**config.mk**
```make
export PLATFORM = sky130hd
export DESIGN_NAME = dmem_port_arbiter
export DESIGN_NICKNAME = d
export VERILOG_FILES = /design/src/rtl/dmem_port_arbiter.sv
export SDC_FILE = /design/constraint.sdc
export NUM_CORES = 1
export LEC_CHECK = 0
export ABC_AREA = 1
export ABC_CLOCK_PERIOD_IN_PS = 1800
export BUFFER_PORTS_ARGS = -buffer_cell sky130_fd_sc_hd__buf_2
export CAP_MARGIN = 20
export CORE_AREA = 2 2 97 99
export DETAILED_ROUTE_END_ITERATION = 8
export DIE_AREA = 0 0 99 101
export GPL_TIMING_DRIVEN = 0
export PLACE_DENSITY = 0.63
export SLEW_MARGIN = 0
export SYNTH_ARGS = -nofsm -noshare
export SYNTH_HDL_FRONTEND = slang
export SYNTH_SLANG_ARGS = --single-unit
```
**constraint.sdc**
```tcl
create_clock -name CLK -period 1.8 [get_ports CLK]
set_input_delay 0.27 -clock CLK [delete_from_list [all_inputs] [get_ports CLK]]
set_output_delay 0.27 -clock CLK [all_outputs]
set_load 0.02 [all_outputs]
```
**src/rtl/dmem_port_arbiter.sv**
```systemverilog
// Two-requester arbiter in front of a single-port synchronous data memory.
// R0 is the core data bus, R1 the debug/boot-loader port. Each access takes one
// issue cycle (IDLE, memory strobed combinationally) and one acknowledge cycle (BUSY).
module dmem_port_arbiter #(
   parameter int unsigned AW         = 11,
   parameter int unsigned FIXED_PRIO = 0
) (
   input  logic          CLK,
   input  logic          RES,

   input  logic          R0_REQ,
   input  logic          R0_WR,
   input  logic [3:0]    R0_BE,
   input  logic [AW-1:0] R0_ADDR,
   input  logic [31:0]   R0_WDATA,
   output logic          R0_ACK,
   output logic [31:0]   R0_RDATA,

   input  logic          R1_REQ,
   input  logic          R1_WR,
   input  logic [3:0]    R1_BE,
   input  logic [AW-1:0] R1_ADDR,
   input  logic [31:0]   R1_WDATA,
   output logic          R1_ACK,
   output logic [31:0]   R1_RDATA,

   output logic          M_EN,
   output logic [3:0]    M_WE,
   output logic [AW-1:0] M_ADDR,
   output logic [31:0]   M_WDATA,
   input  logic [31:0]   M_RDATA,

   output logic [1:0]    GNT
);

   localparam logic [0:0] StIdle = 1'b0;
   localparam logic [0:0] StBusy = 1'b1;

   logic [0:0] state_q, state_d;
   logic       owner_q, owner_d;
   logic       last_q, last_d;
   logic       wr_q, wr_d;
   logic       ack_q, ack_d;
   logic [1:0] gnt_q, gnt_d;

   logic       any_req;
   logic       win;
   logic       win_wr;
   logic [3:0] win_be;
   logic       issue;

   // Pick the winner among current requesters and drive the memory port from it.
   always_comb begin
      any_req = R0_REQ | R1_REQ;
      if (R0_REQ && R1_REQ) begin
         // Round-robin hands the tie to whoever was not served last.
         win = (FIXED_PRIO != 0) ? 1'b0 : ~last_q;
      end else begin
         win = R1_REQ;
      end
      win_wr  = win ? R1_WR : R0_WR;
      win_be  = win ? R1_BE : R0_BE;
      issue   = (state_q == StIdle) && any_req && !RES;
      M_EN    = issue;
      M_WE    = (issue && win_wr) ? win_be : 4'h0;
      M_ADDR  = win ? R1_ADDR : R0_ADDR;
      M_WDATA = win ? R1_WDATA : R0_WDATA;
   end

   // Next-state logic: IDLE issues and captures the winner, BUSY acknowledges for one cycle.
   always_comb begin
      state_d = state_q;
      owner_d = owner_q;
      last_d  = last_q;
      wr_d    = wr_q;
      gnt_d   = gnt_q;
      ack_d   = 1'b0;
      case (state_q)
         StIdle: begin
            if (any_req) begin
               state_d = StBusy;
               owner_d = win;
               last_d  = win;
               wr_d    = win_wr;
               gnt_d   = win ? 2'b10 : 2'b01;
               ack_d   = 1'b1;
            end
         end
         StBusy: begin
            // Requests are ignored here; a held REQ is re-arbitrated in the next IDLE.
            state_d = StIdle;
         end
         default: state_d = StIdle;
      endcase
   end

   // State registers; reset favours R0 on the first tie by marking R1 as last served.
   always_ff @(posedge CLK or posedge RES) begin
      if (RES) begin
         state_q <= StIdle;
         owner_q <= 1'b0;
         last_q  <= 1'b1;
         wr_q    <= 1'b0;
         ack_q   <= 1'b0;
         gnt_q   <= 2'b00;
      end else begin
         state_q <= state_d;
         owner_q <= owner_d;
         last_q  <= last_d;
         wr_q    <= wr_d;
         ack_q   <= ack_d;
         gnt_q   <= gnt_d;
      end
   end

   // Return path: only the owner sees ACK and read data; writes return zero.
   always_comb begin
      R0_ACK   = ack_q & ~owner_q;
      R1_ACK   = ack_q & owner_q;
      R0_RDATA = (R0_ACK && !wr_q) ? M_RDATA : 32'h0;
      R1_RDATA = (R1_ACK && !wr_q) ? M_RDATA : 32'h0;
      GNT      = gnt_q;
   end

endmodule

```
Word level (Yosys, flattened, before mapping)
Index checks and enable logic that the tools add are counted.
- output and inout bits: 116
- bits in registers: 7
- input bits: 132
- reductions and logical operators: 9
- muxes and demuxes: 12
- bitwise operators: 6
- operator list (cell ; number):
    32-bit two-way mux ; 3
    11-bit two-way mux ; 1
    4-bit two-way mux ; 2
    1-bit logical AND ; 6
    1-bit two-way mux ; 4
    1-bit inverter ; 3
    1-bit AND ; 2
    1-bit logical NOT ; 2
    2-bit two-way mux ; 1
    1-bit case mux with 2 select lines ; 1
    2-bit AND reduction ; 1
    1-bit OR ; 1

Logic depth before layout (Yosys ltp)
- depth after elaboration: 5
- gate-level depth with buffers: 7

Worst setup path after synthesis
OpenSTA, ideal clock, no wires.
- path kind: register to output
- start point: reg, netlist name ack_q
- end point: out M_WE[0]
- required time: 1.530 ns
- cell stages (with the launch flop): 4
- arrival time: 1.288 ns
- path slack: 0.242 ns
- buffers on the path: 0
- path through: dfrtp_1 nor3_2 nand2_1 nor2_1
- RTL lines (what ; RTL line ; text):
    end: declaration ; 28 ; output logic [3:0] M_WE,

Final worst setup path
- start point: reg last_q
- end point: out M_WDATA[19]
- cells in the longest elaborated chain, start to end: 3
- RTL lines (what ; RTL line ; text):
    start: declaration ; 41 ; logic last_q, last_d;
    start signal: assignment ; 109 ; last_q <= last_d;
    1-bit inverter ; 57 ; win = (FIXED_PRIO != 0) ? 1'b0 : ~last_q;
    1-bit two-way mux ; 55 ; if (R0_REQ && R1_REQ) begin
    32-bit two-way mux ; 67 ; M_WDATA = win ? R1_WDATA : R0_WDATA;
    end: declaration ; 30 ; output logic [31:0] M_WDATA,
Every way passes these cells.

==> impl_metrics.ini <==
[setup_path]
end_kind = output port
cpMaxStageDelayCell = dfstp_2
cp.required_ns = 1.53
rr_worst_depth = 6
cp-endpoint = M_WDATA[19]
max_stage_delay_ns = 0.54
rrSetupSlack_ns = 0.66
cp-start-kind = flop
rr_startpoint = last_q
crit_chain = nand2_4, buf_6, buf_4, nand3_1, nand2_1, buf_4
cpMostUsedCell = buf_4
r2r-end = wr_q
worstPathMaxFanout = 10
cp.arrival_ns = 1.49
crit_type = flop to output port
startpoint = last_q

[drt]
routed_wl_um = 7494
vias_per_cell = 4.138
remaining_drc_errors = 0
drt_iter0_drc = 59
wl_per_cell_um = 11.27
ant_nets = 0
dr_total_vias = 2752
dr.pass1.iters = 4

[layout]
n_antenna_cell = 0
layout_commonest_cell = buf_2
fillCellCount = 961
num-nets-final = 687
finish.instance_area_mm2 = 0.003148
register_area_um2 = 126.4
drive_above_1_share_pct = 53.79
final_cell_mix = buf_2, nand2_1, nor2_1
area_delta_synth_final_pct = 123.8
multi_input_area_mm2 = 0.001031

[grt]
gr-usage-all-layers_pct = 12.50
antenna_found_initial = 0
grt_pass1_vias = 2346
grt-ovfl-total = 0
grt_max_degree = 11
grt_pass1_wl_um = 10490

[timing]
max_freq_mhz = 568.1
setup_viol = 0
rsz0062_at_grt = yes
hold_violations = 0
min_period_ns = 1.760
drv_slew = 0
whs_ns = 0.09826
fin_crit_sh_pct = 97.79
fin_ws_ns = 0.03984
tns_ns = 0
tightest_slew_ns = 0.4075
finClkSkew_ns = 0.002343
slew_headroom_pct = 72.83

[cts]
clockBufferDepth = 2
numCtsBuffers = 3
cts_tree = yes
htree_levels = 1
clock_latency_ns = 0.22
clk_pin_slew_ns = 0.03
clock_sinks = 5
cts_root_buffer = clkbuf_8

[placement]
dpl_cell_area_mm2 = 0.002776
pre_cts_ws_ns = 0.04882
gp_congestion = 0.8330
port_buffers = 246
place_hpwl_um = 6225

[synth]
synth_seq_cells = 5
yosys_warnings = 0
ys_types = 19
synth.net_count = 431
syn_area_per_cell_um2 = 4.704
syn-instance-count = 299
synth_area_mm2 = 0.001406
yosysSeqAreaShare_pct = 8.986

[hold_path]
hold_path_class = input pin to async pin

[die]
die_area_mm2 = 0.009999
rows = 35
core-area_mm2 = 0.008977
initial_core_util_pct = 15.67
chipHeight_um = 101
die_w_um = 99
ios = 248

[outcome]
status = complete, no violations

[power_and_ir_drop]
peakVddDrop_mv = 0.3387
p_total_uw = 1738
p_leak_uw = 0.002187
power_density_mw_per_mm2 = 552.1

[run]
max_cap_violations = 0
final cells by class:
cell class / instances / area share [%]
well taps: 111 / 4.412
flip-flops and latches: 5 / 4.014
clock buffers: 4 / 1.431
multi-input cells: 231 / 32.75
plain buffers: 23 / 6.796
inverters: 40 / 4.769
repair buffers: 251 / 45.83
per-layer routing:
layer | vias up | wire length [um] | track usage (%)
met2 | 148 | 3957 | 24.79
li1 | 1409 | - | -
met3 | 2 | 666 | 2.011
met4 | 0 | 12 | 1.159
met1 | 1193 | 2857 | 14.44
met5 | - | 0 | 0
worst max-delay path, delay by kind of cell, from the launching register on:
family	cells	cell delay, ns
flops	1	0.54
simple gates	3	0.24
buf+inv	3	0.49
synth_stat cells:
| library cell | n | area, um2 |
|---|---|---|
| nand2_1 | 104 | 390.4 |
| nor2_1 | 68 | 255.2 |
| nand3_1 | 49 | 245.2 |
| inv_1 | 38 | 142.6 |
| buf_4 | 7 | 52.55 |
| buf_2 | 6 | 30.03 |
| buf_6 | 6 | 67.56 |
| dfrtp_1 | 4 | 100.1 |
| clkbuf_1 | 3 | 11.26 |
| o21ai_0 | 3 | 15.01 |
| inv_2 | 2 | 7.510 |
| nor2_2 | 2 | 12.51 |
| buf_1 | 1 | 3.750 |
| dfstp_2 | 1 | 26.28 |
| nand2_2 | 1 | 6.260 |
| nand2_4 | 1 | 11.26 |
| nor2_4 | 1 | 11.26 |
| nor3_2 | 1 | 10.01 |
| o21a_1 | 1 | 7.510 |
power by group:
part           leakage, uW  internal, uW  switching [uW]  total (uW)
Clock            0.0000228           152            53.4         205
Sequential       0.0000582           138            22.1         160
Combinational      0.00211           564             809        1370
what timing repair did:
action | CTS | global route
endpoints found under the setup margin | 34 | 39
pin swaps | 0 | 7
endpoints found under the hold margin | 4 | 0
resized for setup | 14 | 65
gates cloned | 0 | 3
hold buffers | 1 | 0
setup buffers | 0 | 1
through the flow:
step	std cells	util (%)
after floorplan	299	-
after global placement	656	30.93
after detailed placement	656	30.93
after CTS	661	32.01
after global routing	665	35.07
final	665	35.07
worst min-delay path by stage:
stage / startpoint / to / slack (ns)
after floorplan: RES / GNT[0] / 0.05
after global placement: RES / wr_q / 0.20
after detailed placement: RES / wr_q / 0.20
after CTS: RES / last_q / 0.09
after global routing: RES / last_q / 0.12
final: RES / last_q / 0.1
state kept, by name, indices dropped and copies added, names as in the netlist:
name	flops
wr_q	1
GNT	1
ack_q	1
last_q	1
owner_q	1
cells by family (layout without fill, tap and decap cells):
| group | count (synthesis) | in the layout | synth area share, % |
|---|---|---|---|
| buffers and inverters | 63 | 318 | 22.42 |
| AO/OA/AOI/OAI | 4 | 4 | 1.601 |
| flip-flops | 5 | 5 | 8.986 |
| AND/OR/NAND/NOR | 227 | 227 | 66.99 |
Power figures use the tool's default switching activity.
